`src/rtl/memory_bridge.sv`:
```
// -----------------------------------------------------------------------------
// memory_bridge
//
// Single-outstanding-request bridge between the multi-cycle controller's
// memory handshake and a variable-latency req/ack system bus.
//
// One request is latched while the bridge is idle. It is then held on the bus
// until the bus acknowledges it or until the timeout expires. The result is
// returned to the core as a one-cycle memory_valid pulse, together with the
// read data or a bus error flag.
//
// Ports
//   clk            in   1   clock; all state changes on the rising edge
//   reset          in   1   synchronous, active-high
//   memory_enable  in   1   core request strobe; taken only while memory_ready=1
//   memory_command in   1   0=read, 1=write; sampled at acceptance
//   address        in   32  byte address; sampled at acceptance
//   write_data     in   32  lane-aligned store data; sampled at acceptance
//   byte_enable    in   4   active byte lanes; sampled at acceptance
//   memory_ready   out  1   bridge idle, can accept a request this cycle
//   memory_valid   out  1   one-cycle completion pulse
//   read_data      out  32  read result; held until the next completed read
//   bus_error      out  1   qualifies memory_valid: request timed out
//   bus_req        out  1   bus request, held until ack or timeout
//   bus_we         out  1   bus write enable
//   bus_addr       out  32  word-aligned bus address
//   bus_wdata      out  32  store data
//   bus_be         out  4   byte enables (all lanes on reads)
//   bus_ack        in   1   bus completion; honoured only while bus_req=1
//   bus_rdata      in   32  read data, valid in the bus_ack cycle
// -----------------------------------------------------------------------------
module memory_bridge #(
  parameter int unsigned TIMEOUT_CYCLES = 255,
  parameter int unsigned TIMEOUT_WIDTH  = 8
) (
  input  logic        clk,
  input  logic        reset,
  input  logic        memory_enable,
  input  logic        memory_command,
  input  logic [31:0] address,
  input  logic [31:0] write_data,
  input  logic [3:0]  byte_enable,
  output logic        memory_ready,
  output logic        memory_valid,
  output logic [31:0] read_data,
  output logic        bus_error,
  output logic        bus_req,
  output logic        bus_we,
  output logic [31:0] bus_addr,
  output logic [31:0] bus_wdata,
  output logic [3:0]  bus_be,
  input  logic        bus_ack,
  input  logic [31:0] bus_rdata
);

  localparam logic [1:0] ST_IDLE    = 2'd0;
  localparam logic [1:0] ST_REQUEST = 2'd1;
  localparam logic [1:0] ST_RESPOND = 2'd2;

  // Counter value of the last REQUEST cycle allowed before a timeout.
  localparam logic [TIMEOUT_WIDTH-1:0] TIMEOUT_LAST =
    (TIMEOUT_CYCLES == 0) ? {TIMEOUT_WIDTH{1'b0}}
                          : TIMEOUT_WIDTH'(TIMEOUT_CYCLES - 1);
  localparam logic TIMEOUT_EN = (TIMEOUT_CYCLES != 0);

  logic [1:0]               state_q,        state_d;
  logic [TIMEOUT_WIDTH-1:0] count_q,        count_d;
  logic                     memory_valid_q, memory_valid_d;
  logic                     bus_error_q,    bus_error_d;
  logic [31:0]              read_data_q,    read_data_d;
  logic                     bus_req_q,      bus_req_d;
  logic                     bus_we_q,       bus_we_d;
  logic [31:0]              bus_addr_q,     bus_addr_d;
  logic [31:0]              bus_wdata_q,    bus_wdata_d;
  logic [3:0]               bus_be_q,       bus_be_d;
  logic                     timeout_hit_s;

  // Byte-offset bits are intentionally dropped; lane choice is by byte_enable.
  logic addr_lsb_unused;
  assign addr_lsb_unused = ^address[1:0];

  assign timeout_hit_s = TIMEOUT_EN && (count_q == TIMEOUT_LAST);

  // Next-state and next-output logic for the request FSM.
  always_comb begin
    state_d        = state_q;
    count_d        = count_q;
    memory_valid_d = 1'b0;
    bus_error_d    = bus_error_q;
    read_data_d    = read_data_q;
    bus_req_d      = bus_req_q;
    bus_we_d       = bus_we_q;
    bus_addr_d     = bus_addr_q;
    bus_wdata_d    = bus_wdata_q;
    bus_be_d       = bus_be_q;

    case (state_q)
      ST_IDLE: begin
        if (memory_enable) begin
          state_d     = ST_REQUEST;
          count_d     = {TIMEOUT_WIDTH{1'b0}};
          bus_req_d   = 1'b1;
          bus_we_d    = memory_command;
          bus_addr_d  = {address[31:2], 2'b00};
          bus_wdata_d = write_data;
          // Reads always fetch the whole word.
          bus_be_d    = memory_command ? byte_enable : 4'b1111;
        end else begin
          state_d = ST_IDLE;
        end
      end

      ST_REQUEST: begin
        // An ack in the final allowed cycle takes priority over the timeout.
        if (bus_ack) begin
          state_d        = ST_RESPOND;
          bus_req_d      = 1'b0;
          memory_valid_d = 1'b1;
          bus_error_d    = 1'b0;
          if (!bus_we_q) begin
            read_data_d = bus_rdata;
          end else begin
            read_data_d = read_data_q;
          end
        end else if (timeout_hit_s) begin
          state_d        = ST_RESPOND;
          bus_req_d      = 1'b0;
          memory_valid_d = 1'b1;
          bus_error_d    = 1'b1;
          read_data_d    = 32'h0000_0000;
        end else begin
          count_d = count_q + {{(TIMEOUT_WIDTH-1){1'b0}}, 1'b1};
        end
      end

      ST_RESPOND: begin
        state_d = ST_IDLE;
      end

      default: begin
        state_d   = ST_IDLE;
        bus_req_d = 1'b0;
      end
    endcase
  end

  // State and output registers with synchronous reset.
  always_ff @(posedge clk) begin
    if (reset) begin
      state_q        <= ST_IDLE;
      count_q        <= {TIMEOUT_WIDTH{1'b0}};
      memory_valid_q <= 1'b0;
      bus_error_q    <= 1'b0;
      read_data_q    <= 32'h0000_0000;
      bus_req_q      <= 1'b0;
      bus_we_q       <= 1'b0;
      bus_addr_q     <= 32'h0000_0000;
      bus_wdata_q    <= 32'h0000_0000;
      bus_be_q       <= 4'b0000;
    end else begin
      state_q        <= state_d;
      count_q        <= count_d;
      memory_valid_q <= memory_valid_d;
      bus_error_q    <= bus_error_d;
      read_data_q    <= read_data_d;
      bus_req_q      <= bus_req_d;
      bus_we_q       <= bus_we_d;
      bus_addr_q     <= bus_addr_d;
      bus_wdata_q    <= bus_wdata_d;
      bus_be_q       <= bus_be_d;
    end
  end

  // Ready is gated by reset so the core never sees it while reset is held.
  assign memory_ready = (state_q == ST_IDLE) && !reset;
  assign memory_valid = memory_valid_q;
  assign bus_error    = bus_error_q;
  assign read_data    = read_data_q;
  assign bus_req      = bus_req_q;
  assign bus_we       = bus_we_q;
  assign bus_addr     = bus_addr_q;
  assign bus_wdata    = bus_wdata_q;
  assign bus_be       = bus_be_q;

endmodule

```
`config.mk`:
```
export PLATFORM = sky130hd
export DESIGN_NAME = memory_bridge
export DESIGN_NICKNAME = d
export VERILOG_FILES = /design/src/rtl/memory_bridge.sv
export SDC_FILE = /design/constraint.sdc
export NUM_CORES = 1
export LEC_CHECK = 0
export ABC_AREA = 0
export ABC_CLOCK_PERIOD_IN_PS = 1500
export CORE_ASPECT_RATIO = 1.1
export CORE_MARGIN = 1
export CORE_UTILIZATION = 35
export CTS_CLUSTER_SIZE = 30
export DETAILED_ROUTE_END_ITERATION = 8
export PLACE_DENSITY = 0.77
export SYNTH_ARGS = -nofsm -noshare
export SYNTH_HDL_FRONTEND = slang
export SYNTH_SLANG_ARGS = --single-unit
```
`constraint.sdc`:
```
create_clock -name clk -period 1.5 [get_ports clk]
set_input_delay 0.15 -clock clk [delete_from_list [all_inputs] [get_ports clk]]
set_output_delay 0.15 -clock clk [all_outputs]
set_load 0.02 [all_outputs]
```
# After elaboration in Yosys (flattened, before gate mapping)
# Index checks and enable logic that the tools add are counted.
classes:
  eq_ne: 8
  addsub: 1
  reduce_logical: 11
  bitwise_logic: 2
  n_mux: 20
ops:
  columns: ["op", "count"]
  rows:
  - ["32-bit 2-to-1 mux", 3]
  - ["8-bit 2-to-1 mux", 3]
  - ["8-bit case mux with 2 select lines", 1]
  - ["8-bit by 1-bit adder with 8-bit output, second input constant", 1]
  - ["8-bit equality test, second input constant", 1]
  - ["1-bit 2-to-1 mux", 8]
  - ["2-bit != test, second input constant", 4]
  - ["3-bit AND reduction", 2]
  - ["2-bit 2-to-1 mux", 2]
  - ["4-bit 2-to-1 mux", 1]
  - ["2-bit case mux with 2 select lines", 1]
  - ["2-bit AND reduction", 2]
  - ["4-bit AND reduction", 1]
  - ["2-bit nonzero test", 2]
  - ["3-bit != test, second input constant", 1]
  - ["1-bit case mux with 3 select lines", 1]
  - ["2-bit by 1-bit equality test with 1-bit output, second input constant", 1]
  - ["2-bit equality test, second input constant", 1]
  - ["2-bit logical NOT", 1]
  - ["1-bit NOT", 2]
  - ["2-bit OR reduction", 1]
  - ["1-bit logical AND", 1]
  - ["1-bit logical NOT", 1]
word_totals:
  wordCells: 52
  output_inout_bits: 105
  reg_bits: 112

# Longest topological paths before layout
depth:
  depth_word: 4
  ltp_mapped: 7
  ltp_nobuf: 6

# Worst setup path after synthesis
# OpenSTA, ideal clock, no wires.
synth_path:
  path_kind: "reg-to-reg"
  from: "register count_q[0]"
  to: "register count_q[6]"
  required_time_ns: 1.426
  period_less_slack_ns: 1.640
  setup_ns: 0.074
  n_path_buf: 0
  setup_slack_ns: -0.140
  t_arrival_ns: 1.565
  stages_incl_launch_ff: 7
  path_cell_list: "dfxtp_1 inv_1 ha_1 and3_4 a211o_1 or3_1 a31oi_1"
synth_via:
  elab_chain_len: 4
  elab_cells_between_ends: 7
synth_lines:
  columns: ["item", "line_no", "source"]
  rows:
  - ["from (decl)", "67", "logic [TIMEOUT_WIDTH-1:0] count_q, count_d;"]
  - ["from (signal assigned)", "151", "count_q <= {TIMEOUT_WIDTH{1'b0}};"]
  - ["from (signal assigned)", "162", "count_q <= count_d;"]
  - ["8-bit by 1-bit adder with 8-bit output", "132", "count_d = count_q + {{(TIMEOUT_WIDTH-1){1'b0}}, 1'b1};"]
  - ["8-bit 2-to-1 mux", "125", "end else if (timeout_hit_s) begin"]
  - ["8-bit 2-to-1 mux", "115", "if (bus_ack) begin"]
  - ["8-bit case mux with 2 select lines", "97", "case (state_q)"]
# Parallel ways exist; a longest one is shown, timed or not. The select of a mux whose other input is x is not followed.
# A chain may end at the register's enable or synchronous reset.

# Final worst setup path
# Same ends and word-level chain as after synthesis.

==> flow_summary.toml <==
[critical_path]
cp-end-kind = "flip-flop"
startpoint_type = "flip-flop"
cp_data_required_time_ps = 1770
critPathKind = "reg2reg"
cp_max_fo = 3
cp.arrival_ps = 1830

[die]
io_pins = 210
num_rows = 42
die-height_um = 118.4
dieArea_mm2 = 0.01277
start_util_pct = 35.85
coreArea_mm2 = 0.01203
chipWidth_um = 107.9

[yosys]
syn_area_mm2 = 0.004314
synth_edf_count = 0
synth_area_leaders = "dfxtp_1 52%, nand2_1 12%, a21oi_1 11%"
synth_cell_types = 40
netlist_top_cells_count = "133 x nand2_1, 112 x dfxtp_1, 99 x a21oi_1"
postSynthCellCount = 529
syn_area_per_cell_um2 = 8.155
yosysTopAreaCell = "dfxtp_1"
synth_most_common_cell = "nand2_1"
ys_ff_latch = 112
ys_async_sr_fraction_pct = 0
yosysWarnings = 0
ys_seq_area_share_pct = 51.97
synth-main-ff-cell = "dfxtp_1"
synth_top_area_share_pct = 51.97

[route]
num_vias = 4627
drt_pre_antenna_iters = 6
routedWlPerCell_um = 15.02
dr.first_iter.drc_count = 232
drtAntennaViolNets = 0
finalWirelength_mm = 13.42
route.detailed.drc = 0
viasPerCell = 5.181

[layout]
fin_nets = 843
final_area_mm2 = 0.007141
antenna_cells = 0
fin_util_pct = 59.34
fin_cells = 893
area_delta_synth_final_pct = 65.52
multiInputGateArea_mm2 = 0.001921
seq_area_mm2 = 0.002247
drive_above_1_share_pct = 8.931
fillers = 1037

[sta]
rsz0062_at_grt = "true"
setup_ws_ps = -57.21
timing.final.crit_share_pct = 103.8
setup_viol = 4
finalHoldViolations = 0
fin_skew_ps = 6.366
finalCriticalPeriod_ps = 1557
max_freq_mhz = 642.2
slew_violations = 0

[status]
outcome = "finished with violations"
violations = "setup timing"

[clocking]
cts_inserted_buffers = 9
cts_root_buf = "clkbuf_16"
postCtsHoldBufs = 0
cts.path.max_buffers = 2
clk_pin_slew_worst_paths_ps = 70
cts_tree = "done"
clk_latency_ps = 340
cts_max_level = 3
cts_sinks = 112

[pwr]
p_leak_nw = 3.134
peakVddDrop_mv = 0.6696
power-per-cell-area_mw_per_mm2 = 976.4

[place]
gp_congestion = 0.8668
placedCellCount = 878
io_buffers = 205
postPlaceCellArea_mm2 = 0.006749
hpwl_mm = 9.616

[grt]
grtUsageTotal_pct = 20.76
gr-total-overflow = 0
grt_pass1_vias = 4531
use_met3_pct = 7.557
grt_pass1_wl_mm = 21.34
grt.met2_usage_pct = 34.78
gr-max-usage-layer = "met2"
grt_antenna_before_repair = 0
gr-usage-met1_pct = 23.84
grt_max_degree = 77

[min_path]
hp-class = "in2reg"

[flow_run]
drv_cap = 0
-- critical path: stages (launching register included) --
cell	delay [ps]
dfxtp_2	340
inv_2	50
ha_4	160
and3_4	170
a211o_1	290
or3_1	310
a31oi_1	160
-- where the power goes --
part	switching [W]	internal, W	leakage (nW)	total [W]
sequential	0.000117	0.00316	0.918	0.00328
combinational	0.000756	0.000788	2.09	0.00154
clock	0.00104	0.00111	0.121	0.00215
-- layout make-up --
| type | count | share of cell area, % |
|---|---|---|
| clock buffer | 11 | 3.259 |
| clock inverter | 3 | 0.2979 |
| inverter | 7 | 0.3680 |
| multi-input combinational | 367 | 26.90 |
| sequential | 112 | 31.47 |
| tap | 154 | 2.698 |
| timing repair buffer | 239 | 35.01 |
-- metrics by stage --
step	hold slack, ps	setup TNS [ps]	power, W	worst slack [ps]
final	60.85	-138.0	0.006972	-57.21
after floorplan	258.7	0	0.004019	4.662
after detailed placement	412.9	-11840	0.004894	-212.3
after global placement	408.9	-6007	0.004848	-106.5
after global routing	51.56	-1281	0.007307	-104.9
after CTS	48.34	-113.2	0.007032	-51.36
-- state kept, by name (all words and copies together), names as in the netlist --
| register | count |
|---|---|
| bus_we | 1 |
| bus_req | 1 |
| bus_error | 1 |
| count_q | 8 |
| bus_addr | 30 |
| bus_wdata | 32 |
| read_data | 32 |
| bus_be | 4 |
| state_q | 2 |
| memory_valid | 1 |
-- routing by layer --
layer  up-vias  routed length, um  share of wire (%)
li1       2234                  -                  -
met1      2154               5108                 38
met2       215               6702                 50
met3        24               1341                 10
met4         0                264                2.0
met5         -                  0                  0
-- final timing paths --
check / slack, ps / end / depth (start not counted) / start
worst max-delay path: -60 / count_q[6]$_SDFFE_PP0P_ / 6 / count_q[0]$_SDFFE_PP0P_
worst min-delay path: 60 / count_q[1]$_SDFFE_PP0P_ / 2 / reset
worst max register to register: -60 / count_q[6]$_SDFFE_PP0P_ / 6 / count_q[0]$_SDFFE_PP0P_
worst min register to register: 460 / bus_wdata[2]$_SDFFE_PP0P_ / 2 / bus_wdata[2]$_SDFFE_PP0P_
-- logic make-up after synthesis --
kind of cell / synth area share [%]
fa+ha+maj: 0.5800
flops: 51.97
mux: 0.4641
buf+inv: 4.988
simple gates: 21.00
compound gates: 20.91
other cells: 0.08692
-- cell usage in the layout (no fill, tap or decap), drive strengths merged, types with 2 or more instances in the layout --
master / n
dlygate4sd2: 4
buf: 35
nand2: 133
mux2i: 2
clkbuf: 11
inv: 7
nor2b: 2
nand3: 41
nand4: 2
dfxtp: 112
clkdlybuf4s50: 165
a311oi: 4
a31oi: 2
and3: 2
o31ai: 4
dlymetal6s2s: 34
nand2b: 3
clkinv: 2
or3: 5
nor3: 8
ha: 2
o21ai: 4
conb: 2
a21oi: 99
nor2: 8
a22oi: 32
-- what timing repair did --
action / CTS / global route
gates resized for setup: 7 / 49
setup buffers: 1 / 0
setup endpoints to repair: 14 / 138
pin swaps: 3 / 0
Power figures use the tool's default switching activity.
